--- src/rtl/hazard_tracker.sv ---
// -----------------------------------------------------------------------------
// hazard_tracker
//
// Keeps a small shadow of the destination-register tags flowing down the
// ID/EX, EX/MEM and MEM/WB pipeline stages. It provides three things:
//   * registered EX/MEM and MEM/WB destination tags for the forwarding unit,
//   * a combinational load-use stall request,
//   * an optional saturating count of load-use stall cycles.
//
// Optional feature macro: HAZARD_STATS_EN
//   defined   -> stall_count increments once per stall cycle, saturating at
//                16'hFFFF
//   undefined -> stall_count is tied to 16'h0000 and no counter is built
//
// Parameters
//   REG_BITS      register-index width (default 5, i.e. 32 registers)
//
// Ports
//   clk           single clock, all state updates on the rising edge
//   rst_n         asynchronous, active-low reset
//   id_valid      the IF/ID instruction is real (not a bubble)
//   id_rd         destination register of the IF/ID instruction
//   id_regWrEn    the IF/ID instruction writes rd
//   id_memRead    the IF/ID instruction is a load
//   id_rs1/rs2    source registers of the IF/ID instruction
//   id_use_rs1/2  the corresponding source is actually read
//   flush         taken branch resolved in EX; kill the IF/ID instruction
//   rd_ex         EX/MEM destination register (to forwarding)
//   regWrEn       EX/MEM write enable (to forwarding)
//   rd_mem        MEM/WB destination register (to forwarding)
//   regWrEn_mem   MEM/WB write enable (to forwarding)
//   stall         hold the PC and IF/ID this cycle
//   stall_count   load-use stall cycles counted
// -----------------------------------------------------------------------------
module hazard_tracker #(
  parameter int REG_BITS = 5
) (
  input  logic                clk,
  input  logic                rst_n,
  input  logic                id_valid,
  input  logic [REG_BITS-1:0] id_rd,
  input  logic                id_regWrEn,
  input  logic                id_memRead,
  input  logic [REG_BITS-1:0] id_rs1,
  input  logic [REG_BITS-1:0] id_rs2,
  input  logic                id_use_rs1,
  input  logic                id_use_rs2,
  input  logic                flush,
  output logic [REG_BITS-1:0] rd_ex,
  output logic                regWrEn,
  output logic [REG_BITS-1:0] rd_mem,
  output logic                regWrEn_mem,
  output logic                stall,
  output logic [15:0]         stall_count
);

  // One pipeline tag: destination register, writes-rd flag, is-load flag.
  typedef struct packed {
    logic [REG_BITS-1:0] rd;
    logic                wr;
    logic                load;
  } tag_t;

  localparam tag_t BUBBLE = '{rd: '0, wr: 1'b0, load: 1'b0};

  tag_t id_ex;
  tag_t ex_mem;
  tag_t mem_wb;

  tag_t id_entry;     // what ID/EX captures at the next edge
  logic rs1_match;
  logic rs2_match;
  logic load_use;

  // ---------------------------------------------------------------------------
  // Load-use detection and next ID/EX entry
  // ---------------------------------------------------------------------------
  // NOTE: every signal driven in always_comb gets a default first, so no path
  // through the block leaves it unassigned and no latch is inferred.
  always_comb begin
    rs1_match = 1'b0;
    rs2_match = 1'b0;
    load_use  = 1'b0;
    id_entry  = BUBBLE;

    rs1_match = id_use_rs1 && (id_rs1 == id_ex.rd);
    rs2_match = id_use_rs2 && (id_rs2 == id_ex.rd);

    // Only a load still in ID/EX can't be covered by forwarding: its data
    // appears one stage too late. Writes to x0 never create a dependency.
    load_use = id_ex.load && id_ex.wr && (id_ex.rd != '0) && id_valid &&
               (rs1_match || rs2_match);

    // A taken branch kills the IF/ID instruction, so holding it is pointless.
    stall = load_use && !flush;

    // The write enable is stripped at insertion when rd is x0, so both
    // downstream stages inherit a clean enable and the forwarding unit never
    // sees a write to x0.
    if (id_valid && !stall && !flush) begin
      id_entry.rd   = id_rd;
      id_entry.wr   = id_regWrEn && (id_rd != '0);
      id_entry.load = id_memRead;
    end
  end

  // ---------------------------------------------------------------------------
  // Tag pipeline: shifts every cycle; a stall inserts a bubble into ID/EX
  // while the held instruction retries from IF/ID next cycle.
  // ---------------------------------------------------------------------------
  // NOTE: sequential state uses non-blocking assignments so all three stages
  // sample their predecessors' old values at the same edge.
  always_ff @(posedge clk or negedge rst_n) begin
    if (!rst_n) begin
      id_ex  <= BUBBLE;
      ex_mem <= BUBBLE;
      mem_wb <= BUBBLE;
    end else begin
      id_ex  <= id_entry;
      ex_mem <= id_ex;
      mem_wb <= ex_mem;
    end
  end

  // Forwarding outputs come straight from stage registers.
  assign rd_ex       = ex_mem.rd;
  assign regWrEn     = ex_mem.wr;
  assign rd_mem      = mem_wb.rd;
  assign regWrEn_mem = mem_wb.wr;

  // ---------------------------------------------------------------------------
  // Optional stall statistics
  // ---------------------------------------------------------------------------
`ifdef HAZARD_STATS_EN
  logic [15:0] stall_cnt_q;

  always_ff @(posedge clk or negedge rst_n) begin
    if (!rst_n) begin
      stall_cnt_q <= 16'h0000;
    end else if (stall && (stall_cnt_q != 16'hFFFF)) begin
      stall_cnt_q <= stall_cnt_q + 16'h0001;
    end
  end

  assign stall_count = stall_cnt_q;
`else
  assign stall_count = 16'h0000;
`endif

endmodule

--- config.mk ---
export PLATFORM = sky130hd
export DESIGN_NAME = hazard_tracker
export DESIGN_NICKNAME = d
export VERILOG_FILES = /design/src/rtl/hazard_tracker.sv
export SDC_FILE = /design/constraint.sdc
export NUM_CORES = 1
export LEC_CHECK = 0
export CAP_MARGIN = 10
export CORE_MARGIN = 4
export CORE_UTILIZATION = 37
export CTS_CLUSTER_DIAMETER = 100
export DETAILED_ROUTE_END_ITERATION = 10
export PLACE_DENSITY = 0.82
export SYNTH_ARGS = -nofsm -noshare
export SYNTH_HDL_FRONTEND = slang
export SYNTH_SLANG_ARGS = --single-unit
--- constraint.sdc ---
create_clock -name clk -period 7.3 [get_ports clk]
set_clock_uncertainty 0.1 [all_clocks]
set_input_delay 2.19 -clock clk [delete_from_list [all_inputs] [get_ports clk]]
set_output_delay 2.19 -clock clk [all_outputs]
set_load 0.03 [all_outputs]
==> results of run 1 <==
sequential cells by signal, indices dropped and copies added, names as in the netlist:
signal and flops:
regWrEn_mem 1, id_ex 7, regWrEn 1, rd_ex 5, rd_mem 5
stage by stage:
step                      setup WS (ns)  hold WS (ns)  utilization, %
after global placement            0.660         0.260            55.9
final                             0.660         0.283            57.3
after global routing              0.557         0.293            57.3
after CTS                         0.650         0.283            57.3
after detailed placement          0.665         0.259            55.9
after floorplan                    1.71         0.253               -
power groups by stage:
stage                     sequential, uW  clock, uW  combinational [uW]
after floorplan                      119          0                22.9
after global placement               114          0                41.5
after detailed placement             114          0                41.9
after CTS                            112       52.3                42.0
after global routing                 112       57.2                44.7
final                                112       49.7                41.8
cells in the final DEF (no fill, tap or decap):
cell                               n
sky130_fd_sc_hd__a221o_1           1
sky130_fd_sc_hd__o2111a_1          1
sky130_fd_sc_hd__nor3_1            1
sky130_fd_sc_hd__or4_1             1
sky130_fd_sc_hd__and3_1            6
sky130_fd_sc_hd__conb_1           16
sky130_fd_sc_hd__clkbuf_4          3
sky130_fd_sc_hd__nor2b_1           1
sky130_fd_sc_hd__nor4_1            2
sky130_fd_sc_hd__xor2_1            8
sky130_fd_sc_hd__clkinv_2          1
sky130_fd_sc_hd__dfrtp_1          19
sky130_fd_sc_hd__inv_1             1
sky130_fd_sc_hd__nand3_1           3
sky130_fd_sc_hd__xnor2_1           2
sky130_fd_sc_hd__nor2_1            1
sky130_fd_sc_hd__clkdlybuf4s50_1  35
Yosys cell counts:
library cell,n
sky130_fd_sc_hd__xnor2_1,2
sky130_fd_sc_hd__a221o_1,1
sky130_fd_sc_hd__dfrtp_1,19
sky130_fd_sc_hd__nor4_1,2
sky130_fd_sc_hd__o2111a_1,1
sky130_fd_sc_hd__and3_1,6
sky130_fd_sc_hd__nor3_1,1
sky130_fd_sc_hd__buf_4,16
sky130_fd_sc_hd__or4_1,1
sky130_fd_sc_hd__nor2_1,1
sky130_fd_sc_hd__xor2_1,8
sky130_fd_sc_hd__nor2b_1,1
sky130_fd_sc_hd__inv_1,1
sky130_fd_sc_hd__nand3_1,3
sky130_fd_sc_hd__conb_1,1
metal layers:
metal | share of wire (%) | vias up | track usage [%]
met5 | 0 | - | 0
met4 | 2.2 | 0 | 7.05
met3 | 13 | 4 | 3.54
met2 | 46 | 37 | 16.1
met1 | 38 | 244 | 11.8
li1 | - | 259 | -
worst min-delay path by stage:
stage	from	cells past startpoint	end	slack, ns
6_report	id_ex[1]	0	regWrEn	0.28
5_1_grt	id_ex[1]	0	regWrEn	0.29
4_1_cts	id_ex[1]	0	regWrEn	0.28
3_5_place_dp	id_ex[1]	0	regWrEn	0.26
3_3_place_gp	rd_ex[2]	0	rd_mem[2]	0.26
2_1_floorplan	id_ex[1]	0	regWrEn	0.25
cell families after synthesis:
family / count (synthesis)
buffers and inverters: 17
other: 1
xor gates and xnor gates: 10
AOI/OAI and AO/OA: 2
and+or+nand+nor: 15
DFF: 19
layout make-up:
type / count / area, um2
Multi-Input combinational cell: 43 / 256
Sequential cell: 19 / 475
Tap cell: 27 / 33.8
Clock inverter: 1 / 5.00
Timing Repair Buffer: 35 / 350
Fill cell: 179 / 855
Inverter: 1 / 3.75
Clock buffer: 3 / 22.5
worst register-to-register path: stages (launching register included):
cell and delay [ns]:
sky130_fd_sc_hd__dfrtp_1 0.44, sky130_fd_sc_hd__xor2_1 0.18, sky130_fd_sc_hd__nor4_1 0.30, sky130_fd_sc_hd__nand3_1 0.12, sky130_fd_sc_hd__a221o_1 0.44, sky130_fd_sc_hd__and3_1 0.22
==> metrics.md, run 1 <==
| Metric | Value |
|---|---|
| Result of the run | finished, final reports clean |
| Insertion delay of the later-clocked pin in the worst-skew pair | 0.29 ns |
| Num ports | 52 |
| Library cells used by synthesis | 15 |
| Core region area | 2000 um2 |
| Area of the mapped netlist | 800 um2 |
| Critical Path AT | 4.35 ns |
| Horizontal die dimension | 54.5 um |
| Final Instance Count excl. Fillers | 129 |
| CTS tree | built |
| Simple-Gate Fraction of Synth Area | 11.0% |
| Source of the worst register-to-register timing path | id_ex[5] |
| DR WL/cell | 11.3 um |
| Fraction of power spent switching nets | 27.4% |
| Worst setup path startpoint | id_rs2[3] |
| DRT Pass-1 Iters | 3 |
| Adder-cell area share of the yosys netlist | 0% |
| Hold/Removal Path Class | register to register |
| Die height | 54.5 um |
| Mean instance size in the synthesized netlist | 12.5 um2 |
| Leakage | 0.000562 uW |
| Kind of critical path | primary input to output pin |
| Unrepaired setup endpoints after global routing | no |
| Number of remaining DRC errors | 0 |
| TritonCTS Buffers | 3 |
| Number of warnings issued by yosys | 0 |
| Clk root buf | sky130_fd_sc_hd__clkbuf_4 |
| Compound-cell area share of the yosys netlist | 2.66% |
| Main combinational cell family by area after synthesis | buffers and inverters |
| Dominant cells by area after synthesis | sky130_fd_sc_hd__dfrtp_1 (59%), sky130_fd_sc_hd__buf_4 (15%), sky130_fd_sc_hd__xor2_1 (8.8%) |
| Number of input and output port buffers inserted | 35 |
| Clock period minus worst slack | 6.64 ns |
| # resized after CTS | 0 |
| Initial core utilization | 39.9% |
| Buf+Inv Stages, Crit Path | 3 |
| Setup violation total in the final timing report | 0 |
| Final Cycle Share | 91.0% |
| # Max-Cap Violations | 0 |
| WL final | 1.46 mm |
| Highest Clock Rate | 151 MHz |
| Gp weighted congestion | 0.807 |
| Number of nets in the layout | 126 |
| Post-Synth XOR/XNOR Area | 11.0% |
| Setup total negative slack | 0 ns |
| Via count of the first global-routing pass | 526 |
| Max rail drop VDD | 0.0888 mV |
| Power per standard cell area | 177 nW/um2 |
| Instance area after placement | 1120 um2 |
| Worst path required time | 5.01 ns |
| Initial drt markers | 4 |
| #FFs+latches synth | 19 |
| Number of buffers added for setup after CTS | 0 |
| Worst reg2reg endpoint | id_ex[3] |
| Fraction of layout instances using a drive strength above 1 | 3.92% |
| Final design instance area without fill | 1150 um2 |
| Clock transition time at the flip-flop clock pins of the worst setup and hold paths | 0.10 ns |
| First-pass GRT wire length | 2.11 mm |
| Crit path max-delay cell type | sky130_fd_sc_hd__clkdlybuf4s50_1 |
| Relative area change from synthesis to final layout | 43.5% |
| Average vias per placed instance | 4.22 |
| Portion of netlist area occupied by mux cells | 0% |
| Number of core rows | 16 |
| Die area | 2970 um2 |
| Number of pins with negative max-slew slack in the final report | 0 |
| DR vias | 544 |
| Number of antenna violations at the first check in global routing | 0 |
| Share of power burned in combinational logic | 20.6% |
| Top fanout value on the critical path | 8 |
| Clock group share of total power | 24.5% |
| Sequential cell fraction of total power | 55.0% |
| Fraction of the yosys area taken by sequential cells | 59.5% |
| GRT Resource Usage Total | 10.3% |
| Capturing instance or port of the critical path | stall |
| Number of instances in the synthesized netlist | 64 |
| Delay of the slowest cell on the worst path | 0.66 ns |
| Clock net sink count | 19 |
| Post-detailed-route count of antenna-violating nets | 0 |
| Cells on worst reg2reg path | 5 |
| Endpoint kind of the worst setup timing path | output pin |
| Largest net degree at the start of global routing | 20 |
| Worst max-slew margin expressed relative to the limit | 48.3% |
| Hold bufs inserted after CTS | 0 |
| Family with the most delay on the worst path | buffers and inverters |
| Worst path most repeated cell | sky130_fd_sc_hd__clkdlybuf4s50_1 |
| Placed Cells incl. Taps | 125 |
| Overall power after layout | 203 uW |
| Area share of the largest cell type after synthesis | 59.5% |
| Diodes inserted | 0 |
| Buffer levels on the longest clock path | 2 |
| Total number of cells along the worst setup path | 7 |
| Total net switching power | 55.6 uW |
| Startpoint types | primary input |
| Internal reg-to-reg setup slack | 5.40 ns |
| Post-detail-place hpwl | 1.23 mm |
| Final Hold Vio Count | 0 |
| List of cells traversed by the critical path | clkdlybuf4s50_1 -> xor2_1 -> nor4_1 -> nand3_1 -> a221o_1 -> inv_1 -> clkdlybuf4s50_1 |
| Global route total overflow | 0 |
| Least-Margin Pin Slew | 0.773 ns |
| Internal power | 148 uW |
| Maximum level of the CTS H-tree | 1 |
| Yosys top cell by area | sky130_fd_sc_hd__dfrtp_1 |
Power figures use the tool's default switching activity.
==> run 2: changes to the inputs <==
--- a/config.mk
+++ b/config.mk
@@ -11,6 +11,7 @@
 export CTS_CLUSTER_DIAMETER = 100
 export DETAILED_ROUTE_END_ITERATION = 10
 export PLACE_DENSITY = 0.82
+export REMOVE_ABC_BUFFERS = 1
 export SYNTH_ARGS = -nofsm -noshare
 export SYNTH_HDL_FRONTEND = slang
 export SYNTH_SLANG_ARGS = --single-unit
==> run 2 against run 1 <==
  * Cell area unchanged
  * Total power up 0.32%
  * Via count grew 2.9%
  * Die area stayed put
  * Core utilization did not move
  * Sequential share of layout area unchanged
  * First-iteration DRC count decreased by 50%
  * Sequential cell count is the same
  * Wire length grew 5.1%
  * Maximum frequency grew 0.18%
==> metrics.md, run 2 (synthesized netlist as in run 1, its figures left out) <==
| Metric | Value |
|---|---|
| Setup total negative slack | 0 ns (unchanged) |
| Leakage | 0.000562 uW (unchanged) |
| DR WL/cell | 11.9 um (+5.1%) |
| DRT Pass-1 Iters | 2 (-1) |
| Total net switching power | 56.2 uW (+1.1%) |
| Clock net sink count | 19 (unchanged) |
| Least-Margin Pin Slew | 0.789 ns (+0.0163 ns) |
| List of cells traversed by the critical path | clkdlybuf4s50_1 -> xor2_1 -> nor4_1 -> nand3_1 -> a221o_1 -> inv_1 -> clkdlybuf4s50_1 |
| Worst-case setup margin in the final layout | 0.671 ns (+0.0118 ns) |
| Clock group share of total power | 24.6% (about the same) |
| Fraction of layout instances using a drive strength above 1 | 3.92% (unchanged) |
| Total number of cells along the worst setup path | 7 (unchanged) |
| Num ports | 52 (unchanged) |
| Highest Clock Rate | 151 MHz (+0.18%) |
| Buffer levels on the longest clock path | 2 (unchanged) |
| Internal power | 148 uW (about the same) |
| TritonCTS Buffers | 3 (unchanged) |
| Post-detail-place hpwl | 1.29 mm (+5.1%) |
| Number of core rows | 16 (unchanged) |
| Most frequent standard cell in the layout excluding fill and tap cells | sky130_fd_sc_hd__clkdlybuf4s50_1 |
| Final design utilization | 57.3% (unchanged) |
| Critical Path AT | 4.34 ns (about the same) |
| Global route total overflow | 0 (unchanged) |
| Family with the most delay on the worst path | buffers and inverters |
| Kind of critical path | primary input to output pin |
| Buf+Inv Stages, Crit Path | 3 (unchanged) |
| Worst path required time | 5.01 ns (about the same) |
| CTS tree | built |
| Core region area | 2000 um2 (unchanged) |
| GRT Resource Usage Total | 10.9% (+0.56 points) |
| Crit path max-delay cell type | sky130_fd_sc_hd__clkdlybuf4s50_1 |
| Hold bufs inserted after CTS | 0 (unchanged) |
| Relative area change from synthesis to final layout | 43.5% (unchanged) |
| # resized after CTS | 0 (unchanged) |
| Initial core utilization | 39.9% (unchanged) |
| Horizontal die dimension | 54.5 um (unchanged) |
| Initial drt markers | 2 (-2) |
| Result of the run | finished, final reports clean |
| Final Instance Count excl. Fillers | 129 (unchanged) |
| Number of remaining DRC errors | 0 (unchanged) |
| Overall power after layout | 204 uW (+0.32%) |
| Worst Hold Depth | 0 (unchanged) |
| Setup slack at placement | 0.648 ns (-0.0169 ns) |
| Worst path most repeated cell | sky130_fd_sc_hd__clkdlybuf4s50_1 |
| Final Cycle Share | 90.8% (-0.16 points) |
| Delay of the slowest cell on the worst path | 0.67 ns (about the same) |
| Endpoint kind of the worst setup timing path | output pin |
| Sequential cell fraction of total power | 54.9% (about the same) |
| Share of power burned in combinational logic | 20.6% (about the same) |
| Insertion delay of the later-clocked pin in the worst-skew pair | 0.29 ns (about the same) |
| First-pass GRT wire length | 2.25 mm (+6.5%) |
| Number of buffers added for setup after CTS | 0 (unchanged) |
| Maximum level of the CTS H-tree | 1 (unchanged) |
| Hold/Removal Path Class | register to register |
| Die height | 54.5 um (unchanged) |
| DR vias | 560 (+2.9%) |
| Gp weighted congestion | 0.812 (+0.57%) |
| Top fanout value on the critical path | 8 (unchanged) |
| Clock period minus worst slack | 6.63 ns (-0.0118 ns) |
| Top reg by flops | id_ex |
| Average vias per placed instance | 4.34 (+2.9%) |
| # Max-Cap Violations | 0 (unchanged) |
| Via count of the first global-routing pass | 561 (+6.7%) |
| Die area | 2970 um2 (unchanged) |
| Clock transition time at the flip-flop clock pins of the worst setup and hold paths | 0.10 ns (about the same) |
| Largest register FFs | 7 (unchanged) |
| Fraction of power spent switching nets | 27.6% (+0.22 points) |
| Cells on worst reg2reg path | 5 (unchanged) |
| Number of input and output port buffers inserted | 35 (unchanged) |
| Largest net degree at the start of global routing | 20 (unchanged) |
| Number of pins with negative max-slew slack in the final report | 0 (unchanged) |
| Highest-count cells in the layout ignoring fill and taps | sky130_fd_sc_hd__clkdlybuf4s50_1 (35), sky130_fd_sc_hd__dfrtp_1 (19), sky130_fd_sc_hd__conb_1 (16) |
| Number of antenna violations at the first check in global routing | 0 (unchanged) |
| Worst max-slew margin expressed relative to the limit | 47.2% (-1.1 points) |
| WL final | 1.53 mm (+5.1%) |
| Startpoint types | primary input |
| Number of nets in the layout | 126 (unchanged) |
| Diodes inserted | 0 (unchanged) |
| Setup violation total in the final timing report | 0 (unchanged) |
| Unrepaired setup endpoints after global routing | no |
| Final Hold Vio Count | 0 (unchanged) |
| Post-detailed-route count of antenna-violating nets | 0 (unchanged) |
| Placed Cells incl. Taps | 125 (unchanged) |
| Max rail drop VDD | 0.0908 mV (+2.2%) |
| Power per standard cell area | 178 nW/um2 (+0.32%) |
| Clk root buf | sky130_fd_sc_hd__clkbuf_4 |
run 2: cell counts in the layout (fill, tap and decap cells not counted):
No cell type changed its count.
run 2: path summary, 6_finish.rpt:
check                      slack [ns]  startpoint         to
setup reg to reg                 5.42    id_ex[5]   id_ex[6]
setup / recovery                 0.67   id_rs2[3]      stall
min in group asynchronous        2.25       rst_n  rd_mem[3]
max in group asynchronous        4.36       rst_n   id_ex[6]
hold reg to reg                  0.29    rd_ex[4]  rd_mem[4]
hold / removal                   0.29    rd_ex[4]  rd_mem[4]
run 2: final cells by class:
type,instances,area [um2]
multi-input cells,43,256
clock buffers,3,22.5
well taps,27,33.8
fillers,180,855
clock inverters,1,5.00
inverters,1,3.75
repair buffers,35,350
flip-flops and latches,19,475
run 2: per-stage QoR:
| step | instance area (um2) | hold WS [ns] |
|---|---|---|
| floorplan | 736 | 0.253 |
| global placement | 1120 | 0.258 |
| detailed placement | 1120 | 0.264 |
| CTS | 1150 | 0.288 |
| global route | 1150 | 0.300 |
| finish | 1150 | 0.286 |
run 2: metal layers:
| metal | vias up | global-route usage, % | part of all wire, % |
|---|---|---|---|
| met5 | - | 0 | 0 |
| met4 | 0 | 6.22 | 1.9 |
| met3 | 4 | 3.00 | 13 |
| met2 | 37 | 18.5 | 49 |
| met1 | 260 | 12.0 | 36 |
| li1 | 259 | - | - |
run 2: worst reg2reg max path: stages, from the launching register on:
cell,delay (ns)
sky130_fd_sc_hd__dfrtp_1,0.44
sky130_fd_sc_hd__xor2_1,0.18
sky130_fd_sc_hd__nor4_1,0.28
sky130_fd_sc_hd__nand3_1,0.11
sky130_fd_sc_hd__a221o_1,0.45
sky130_fd_sc_hd__and3_1,0.22
run 2: power groups by stage:
stage | Clock (uW) | Sequential [uW] | Combinational (uW)
6_report | 50.1 | 112 | 41.9
5_1_grt | 56.5 | 112 | 44.9
4_1_cts | 53.5 | 112 | 42.2
3_5_place_dp | 0 | 114 | 42.1
3_3_place_gp | 0 | 114 | 41.5
2_1_floorplan | 0 | 119 | 16.2
